**src/rtl/uart_tx_buffered_pkg.sv**
```systemverilog
// rtl/uart_tx_buffered_pkg.sv - shared UART frame constants and serializer state encoding
package uart_tx_buffered_pkg;

    localparam logic START_BIT = 1'b0;
    localparam logic STOP_BIT  = 1'b1;
    localparam int   DATA_BITS = 8;

    // 100 MHz board clock at 115200 baud
    localparam int DEFAULT_CLKS_PER_BIT = 868;

    typedef enum logic [1:0] {
        IDLE  = 2'd0,
        START = 2'd1,
        DATA  = 2'd2,
        STOP  = 2'd3
    } tx_state_t;

endpackage

```
**src/rtl/uart_tx_buffered_fifo.sv**
```systemverilog
// rtl/uart_tx_buffered_fifo.sv - synchronous FIFO with combinational head and level count
module sync_fifo #(
    parameter int WIDTH = 8,
    parameter int DEPTH = 16,
    parameter int CNT_W = $clog2(DEPTH + 1)
) (
    input  logic             clk,
    input  logic             reset,
    input  logic             push,
    input  logic [WIDTH-1:0] push_data,
    input  logic             pop,
    output logic [WIDTH-1:0] pop_data,
    output logic             full,
    output logic             empty,
    output logic [CNT_W-1:0] level
);

    localparam int PTR_W = $clog2(DEPTH);

    logic [WIDTH-1:0] mem [DEPTH];
    logic [PTR_W-1:0] wr_ptr;
    logic [PTR_W-1:0] rd_ptr;
    logic             do_push;
    logic             do_pop;

    // full/empty come from the registered level, so a push while full is refused even if a pop happens
    assign full     = (level == CNT_W'(DEPTH));
    assign empty    = (level == '0);
    assign do_push  = push && !full;
    assign do_pop   = pop && !empty;
    assign pop_data = mem[rd_ptr];

    // storage array: written on accepted pushes only, no reset needed
    always_ff @(posedge clk) begin
        if (do_push) begin
            mem[wr_ptr] <= push_data;
        end
    end

    // pointers wrap naturally since DEPTH is a power of two
    always_ff @(posedge clk or posedge reset) begin
        if (reset) begin
            wr_ptr <= '0;
            rd_ptr <= '0;
            level  <= '0;
        end else begin
            if (do_push) wr_ptr <= wr_ptr + PTR_W'(1);
            if (do_pop)  rd_ptr <= rd_ptr + PTR_W'(1);
            case ({do_push, do_pop})
                2'b10:   level <= level + CNT_W'(1);
                2'b01:   level <= level - CNT_W'(1);
                default: level <= level;
            endcase
        end
    end

endmodule

```
**src/rtl/uart_tx_buffered.sv**
```systemverilog
// rtl/uart_tx_buffered.sv - buffered 8N1 UART transmitter: byte FIFO feeding a registered serializer
module uart_tx_buffered
    import uart_tx_buffered_pkg::*;
#(
    parameter int DEPTH        = 16,
    parameter int CLKS_PER_BIT = DEFAULT_CLKS_PER_BIT,
    parameter int CNT_W        = $clog2(DEPTH + 1)
) (
    input  logic             clk,
    input  logic             reset,
    input  logic             wr_en,
    input  logic [7:0]       wr_data,
    output logic             txd,
    output logic             full,
    output logic             empty,
    output logic [CNT_W-1:0] level,
    output logic             busy,
    output logic             overflow
);

    localparam int BAUD_W = (CLKS_PER_BIT > 1) ? $clog2(CLKS_PER_BIT) : 1;

    tx_state_t         state;
    logic [BAUD_W-1:0] baud_cnt;
    logic [2:0]        bit_idx;
    logic [7:0]        shift;
    logic [7:0]        head;
    logic              baud_last;
    logic              pop;

    assign baud_last = (baud_cnt == BAUD_W'(CLKS_PER_BIT - 1));

    // the serializer pops either from idle or at the very end of a stop bit (no gap between frames)
    assign pop  = !empty && ((state == IDLE) || (state == STOP && baud_last));
    assign busy = (state != IDLE) || (level != '0);

    sync_fifo #(
        .WIDTH (8),
        .DEPTH (DEPTH),
        .CNT_W (CNT_W)
    ) u_fifo (
        .clk       (clk),
        .reset     (reset),
        .push      (wr_en),
        .push_data (wr_data),
        .pop       (pop),
        .pop_data  (head),
        .full      (full),
        .empty     (empty),
        .level     (level)
    );

    // sticky record of any push refused because the FIFO was full
    always_ff @(posedge clk or posedge reset) begin
        if (reset) begin
            overflow <= 1'b0;
        end else if (wr_en && full) begin
            overflow <= 1'b1;
        end
    end

    // serializer FSM; txd is driven from the transition itself so each bit starts on the same edge as its state
    always_ff @(posedge clk or posedge reset) begin
        if (reset) begin
            state    <= IDLE;
            baud_cnt <= '0;
            bit_idx  <= '0;
            shift    <= '0;
            txd      <= STOP_BIT;
        end else begin
            case (state)
                IDLE: begin
                    baud_cnt <= '0;
                    txd      <= STOP_BIT;
                    if (pop) begin
                        shift <= head;
                        state <= START;
                        txd   <= START_BIT;
                    end
                end
                START: begin
                    if (baud_last) begin
                        baud_cnt <= '0;
                        bit_idx  <= '0;
                        state    <= DATA;
                        txd      <= shift[0];
                    end else begin
                        baud_cnt <= baud_cnt + BAUD_W'(1);
                    end
                end
                DATA: begin
                    if (baud_last) begin
                        baud_cnt <= '0;
                        if (bit_idx == 3'(DATA_BITS - 1)) begin
                            state <= STOP;
                            txd   <= STOP_BIT;
                        end else begin
                            shift   <= {1'b0, shift[7:1]};
                            bit_idx <= bit_idx + 3'd1;
                            txd     <= shift[1];
                        end
                    end else begin
                        baud_cnt <= baud_cnt + BAUD_W'(1);
                    end
                end
                STOP: begin
                    if (baud_last) begin
                        baud_cnt <= '0;
                        if (pop) begin
                            shift <= head;
                            state <= START;
                            txd   <= START_BIT;
                        end else begin
                            state <= IDLE;
                            txd   <= STOP_BIT;
                        end
                    end else begin
                        baud_cnt <= baud_cnt + BAUD_W'(1);
                    end
                end
                default: begin
                    state <= IDLE;
                    txd   <= STOP_BIT;
                end
            endcase
        end
    end

endmodule

```
**config.mk**
```make
export PLATFORM = sky130hd
export DESIGN_NAME = uart_tx_buffered
export DESIGN_NICKNAME = d
export VERILOG_FILES = /design/src/rtl/uart_tx_buffered_pkg.sv /design/src/rtl/uart_tx_buffered_fifo.sv /design/src/rtl/uart_tx_buffered.sv
export SDC_FILE = /design/constraint.sdc
export NUM_CORES = 1
export LEC_CHECK = 0
export ABC_AREA = 1
export CORE_MARGIN = 5
export CORE_UTILIZATION = 50
export DETAILED_ROUTE_END_ITERATION = 12
export GPL_ROUTABILITY_DRIVEN = 0
export MAX_ROUTING_LAYER = met4
export PLACE_DENSITY = 0.74
export SETUP_SLACK_MARGIN = 0.4
export SLEW_MARGIN = 20
export SYNTH_ARGS = -nofsm -noshare
export SYNTH_HDL_FRONTEND = slang
export SYNTH_SLANG_ARGS = --single-unit
```
**constraint.sdc**
```tcl
create_clock -name clk -period 3.2 [get_ports clk]
set_input_delay 0.64 -clock clk [delete_from_list [all_inputs] [get_ports clk]]
set_output_delay 0.64 -clock clk [all_outputs]
set_load 0.005 [all_outputs]
```
==> metrics.txt, run 1 <==
outcome=complete, no violations; CTS tree=yes; post-DP HPWL=9943 µm; Tmin final=2.566 ns; wire length per cell=15.63 µm; Leak=3.868 nW; gr usage total=0.1923; final number of hold-violating endpoints=0; Yosys Warn Count=0; Max H-tree Level=4; met2 WL=7828 µm; most frequent cells in the layout=243 x nand2_1, 128 x edfxtp_1, 109 x inv_1; crit-path max FO=8; CTS buffer count=17; Fmax=389.6 MHz; worst slack at placement=0.4874 ns; Tot Pwr=0.005480 W; Vias=5,180; CP Class=reg -> reg; Worst R2R Start=baud_cnt[1]; Max VDD drop=595.9 µV; sequential area share after synthesis=0.6292; Met3 Routed Length=868 µm; Synth async-reset ratio=0.2289; CP endpoint kind=flop; die area=17,810 µm²; clock latency on the worst-skew pair=0.43 ns; DR pass1 iterations=5; gr ovfl total=0; Clock Tree Buf Depth=2; Slew HR=0.4736; First DRT Iteration DRCs=480; Slew Limit Fails=0; vias in the first global route=4,948; Top Ports=21; mapped cell area=7622 µm²; Remaining DRCs=0; Initial Utilization=0.5051; clock-pin slew on the worst setup and hold paths=0.07 ns; Synth cell types=35; area grow syn2layout=14.58%; total of max-cap violations=0; Setup Viol. Count Final=0; RSZ-0062 raised after global routing=false; CP required=3.51 ns; core box area=15,090 µm²; Antenna Violating Nets Remaining=0; clock root buffer=clkbuf_16; R2R setup slack=0.63 ns; die height=133.5 µm; Port Buffers=20; Worst R2R Path Depth=17; FF-to-FF End=u_fifo.level[4]; Power per Cell Area=627.4 nW/µm²; DR top layer=met4; Die X=133.5 µm; Crit path arrival time=2.88 ns; Vias per Instance=5.108; Most used DFF post-synth=edfxtp_1; Startpoint Class=flop; first-pass GRT wire length=25,700 µm; initial antenna violation count=0; hold_sp=overflow; TNS Setup=0 ns; number of antenna repair diodes=0; Fill cells=1,241; M1 wire length=6897 µm; clk sinks=166; final worst-path cycle share=0.8020; most common cell after layout, fill and taps aside=nand2_1; Routed WL=15,850 µm; worst hold path type=reg -> reg; row count=45; hold worst-path end=overflow; syn nets=809; measured slew at the worst slew-check pin=0.7871 ns; Seq cells post-synth=166; WHS Path Cells=1; share of layout cells above drive strength 1=0.08475; CTS Hold Bufs=0; Cells after Synth=779; EDFF count, synth=128; pin count of the biggest net entering global routing=68; setup ws final=0.6335 ns; Clock Skews=0.006441 ns; layout net count=843; Syn Area/Cell=9.785 µm²
==> metrics by stage <==
step / util / cells / hold slack [ns] / cell area, µm²
2_1_floorplan: - / 779 / 0.4487 / 7622
3_3_place_gp: 0.5350 / 981 / 0.4470 / 8073
3_5_place_dp: 0.5350 / 981 / 0.4450 / 8073
4_1_cts: 0.5773 / 1013 / 0.4594 / 8711
5_1_grt: 0.5788 / 1014 / 0.4879 / 8733
6_report: 0.5788 / 1014 / 0.4538 / 8733
==> routing by layer <==
metal / up-vias / track usage
li1: 2571 / -
met1: 2447 / 0.2449
met2: 137 / 0.3112
met3: 25 / 0.04079
met4: 0 / 0.06114
met5: - / -
==> Yosys cell counts, types with 3 or more instances <==
cell | n | area share
nand2_1 | 243 | 0.12
edfxtp_1 | 128 | 0.50
inv_1 | 109 | 0.054
nand3_1 | 87 | 0.057
nor2_1 | 56 | 0.028
dfrtp_1 | 37 | 0.12
ha_1 | 18 | 0.030
buf_2 | 14 | 0.0092
o21ai_0 | 14 | 0.0092
a21oi_1 | 9 | 0.0059
xor2_1 | 9 | 0.010
o21ai_1 | 7 | 0.0046
clkbuf_1 | 5 | 0.0025
inv_2 | 5 | 0.0025
nor3_1 | 5 | 0.0033
buf_4 | 3 | 0.0030
clkinv_1 | 3 | 0.0015
nand4_1 | 3 | 0.0025
==> critical path, cell delays in order (launching register included) <==
cell and delay [ns]:
dfrtp_1 0.36, ha_1 0.19, nand2_1 0.09, nor2_1 0.13
nand3_2 0.12, nand2_4 0.13, nand2_4 0.09, inv_2 0.11
ha_4 0.17, inv_1 0.06, fa_1 0.35, inv_1 0.10
nand2_1 0.06, a21oi_1 0.15, nor2_1 0.06, nand2_1 0.06
nand3_1 0.08, xor2_1 0.15
==> cell type report <==
type / instances / area [µm²] / area share
Multi-Input combinational cell: 472 / 2268 / 0.2597
Tap cell: 188 / 235.2 / 0.02693
Clock inverter: 15 / 212.7 / 0.02436
Clock buffer: 17 / 425.4 / 0.04871
Timing Repair Buffer: 39 / 355.3 / 0.04069
Sequential cell: 166 / 4797 / 0.5493
Inverter: 117 / 439.2 / 0.05029
==> sequential cells by signal, summed over array words and instances, names as in the netlist <==
| signal | flops |
|---|---|
| overflow | 1 |
| bit_idx | 3 |
| state | 2 |
| u_fifo.mem | 128 |
| u_fifo.rd_ptr | 4 |
| u_fifo.level | 5 |
| shift | 8 |
| baud_cnt | 10 |
| txd | 1 |
| u_fifo.wr_ptr | 4 |
==> cell families (layout without fill, tap and decap cells) <==
logic type,after synthesis,in the layout,share of synthesized area
AO/OA/AOI/OAI,37,37,0.02708
flip-flops,166,166,0.6292
buffers and inverters,141,188,0.07518
AND/OR/NAND/NOR,406,406,0.2249
XOR/XNOR,10,10,0.01149
adder cells (fa/ha/maj),19,19,0.03217
==> worst max-delay path by stage <==
stage                start               to  slack (ns)  depth (start not counted)
2_1_floorplan  baud_cnt[0]  u_fifo.level[4]        0.77                         17
3_3_place_gp         wr_en  u_fifo.level[4]        0.51                         12
3_5_place_dp         wr_en  u_fifo.level[4]        0.49                         12
4_1_cts           state[0]  u_fifo.level[4]        0.49                         16
5_1_grt        baud_cnt[1]  u_fifo.level[4]        0.41                         17
6_report       baud_cnt[1]  u_fifo.level[4]        0.63                         17
==> power breakdown <==
group | total (W) | switching, W | internal (W)
clock network | 0.00220 | 0.000877 | 0.00133
logic | 0.000627 | 0.000394 | 0.000234
registers | 0.00265 | 0.0000914 | 0.00256
total | 0.00548 | 0.00136 | 0.00412
==> repair_timing <==
| item | 4_1_cts | 5_1_grt |
|---|---|---|
| resized for setup | 0 | 3 |
| setup endpoints to repair | 0 | 1 |
| setup buffers | 0 | 1 |
Power figures use the tool's default switching activity.
==> run 2: changes to the inputs <==
PLACE_DENSITY = 0.76   (was 0.74)
clock period = 2.35 ns   (was 3.2 ns; I/O delays follow)
==> run 2 against run 1 <==
Net effect:
- clock power grew 21%
- utilization grew 2.0 points
- non-clock buffer count grew 32
- cell count grew 3.2%
- setup slack lost 0.57 ns
- sequential power grew 36%
- critical path depth is the same
- critical endpoint unchanged
==> metrics.txt, run 2 (synthesis gave the netlist of run 1 again) <==
share of layout cells above drive strength 1=0.1550; Reg power frac=0.491; hold slack=0.3723 ns; total of max-cap violations=0; setup ws final=0.06257 ns; Tmin final=2.287 ns; Port Buffers=20; Setup Viol. Count Final=0; Slew HR=0.5282; CTS tree=yes; sw frac=0.2660; power share of the combinational group=0.145; Largest regs=u_fifo.mem x128, baud_cnt x10, shift x8; Top Ports=21; area grow syn2layout=18.53%; Initial Utilization=0.5051; row count=45; vias in the first global route=5,265; initial antenna violation count=0; Startpoint Class=flop; Clock Skews=0.01438 ns; Die X=133.5 µm; Clock Power Share=0.364; max reg flops=128; met3 Track Usage GR=0.03097; CTS buffer count=17; core box area=15,090 µm²; pin count of the biggest net entering global routing=68; outcome=complete, no violations; Remaining DRCs=0; Slew Limit Fails=0; worst slack at placement=0.01908 ns; clock-pin slew on the worst setup and hold paths=0.07 ns; die area=17,810 µm²; CP required=2.66 ns; die height=133.5 µm; most frequent cells in the layout=235 x nand2_1, 128 x edfxtp_1, 100 x inv_1; gr usage total=0.1982; R2R setup slack=0.06 ns; Clock Tree Buf Depth=2; DR pass1 iterations=5; clock latency on the worst-skew pair=0.43 ns; TNS Setup=0 ns; dpl cells=996; internal power=0.005382 W; First DRT Iteration DRCs=445; first-pass GRT wire length=26,660 µm; largest reg by FF count=u_fifo.mem; CP Class=reg -> reg; Leak=4.049 nW; post-DP HPWL=9902 µm; wire length per cell=15.75 µm; Vias per Instance=5.159; final number of hold-violating endpoints=0; Fmax=437.2 MHz; post-route insts no fill=1,046; measured slew at the worst slew-check pin=0.7055 ns; RSZ-0062 raised after global routing=true; worst hold path type=in -> async; crit-path max FO=4; number of antenna repair diodes=0; layout net count=875; Routed WL=16,470 µm; most used routing layer=met2; Switch Pwr=0.001951 W; final worst-path cycle share=0.9734; CP endpoint kind=flop; GRT met1 Usage=0.2479; clk sinks=166; most common cell after layout, fill and taps aside=nand2_1; Max H-tree Level=4; Fill cells=1,186; gr ovfl total=0; Crit path arrival time=2.60 ns; post-layout util=0.5988; Vias=5,396; Power per Cell Area=811.6 nW/µm²; M2 GR Usage=0.3217; Antenna Violating Nets Remaining=0; Max VDD drop=607.9 µV; clock root buffer=clkbuf_16; CTS Hold Bufs=0
## run 2: cell type report
cell class | instances | area [µm²] | share of cell area
multi-input cells | 472 | 2338 | 0.2588
inverters | 117 | 447.9 | 0.04958
repair buffers | 71 | 646.9 | 0.07160
well taps | 188 | 235.2 | 0.02604
clock buffers | 17 | 425.4 | 0.04708
flip-flops and latches | 166 | 4797 | 0.5310
clock inverters | 15 | 143.9 | 0.01593
## run 2: power by group through the flow
stage                     sequential [W]  combinational [W]  clock [W]
after floorplan                  0.00365           0.000497          0
after global placement           0.00366           0.000883          0
after detailed placement         0.00366           0.000901          0
after CTS                        0.00360           0.000996    0.00270
after global routing             0.00362            0.00118    0.00284
final                            0.00360            0.00106    0.00267
## run 2: timing repair
action,4_1_cts,5_1_grt
resized for setup,13,31
pin swaps,8,6
setup endpoints to repair,16,144
setup buffers,9,9
## run 2: critical path, stage by stage (launching register included)
cell	delay (ns)
dfrtp_1	0.36
ha_2	0.20
nand2_2	0.06
nor2_2	0.10
nand3_2	0.11
nand2_4	0.09
nand2_4	0.06
inv_4	0.07
ha_4	0.16
inv_2	0.04
fa_2	0.34
inv_2	0.07
nand2_2	0.04
a21oi_2	0.13
nor2_1	0.05
nand2_1	0.05
nand3_1	0.08
xor2_1	0.15
## run 2: layer usage
layer | up-vias | wire, µm
met5 | - | 0
met4 | 0 | 427
met3 | 30 | 1049
met2 | 203 | 8291
met1 | 2521 | 6701
li1 | 2642 | -
## run 2: worst paths after layout
path	start	endpoint	cells past startpoint
setup reg to reg	baud_cnt[1]	u_fifo.level[4]	17
min in group clk	overflow	overflow	1
hold reg to reg	overflow	overflow	1
setup / recovery	baud_cnt[1]	u_fifo.level[4]	17
hold / removal	reset	baud_cnt[9]	2
max in group asynchronous	reset	u_fifo.rd_ptr[0]	3
## run 2: metrics by stage
step | cell area (µm²) | total power [W]
after global routing | 9035 | 0.007647
after CTS | 8925 | 0.007290
after floorplan | 7651 | 0.004145
after detailed placement | 8252 | 0.004565
after global placement | 8252 | 0.004539
final | 9035 | 0.007333
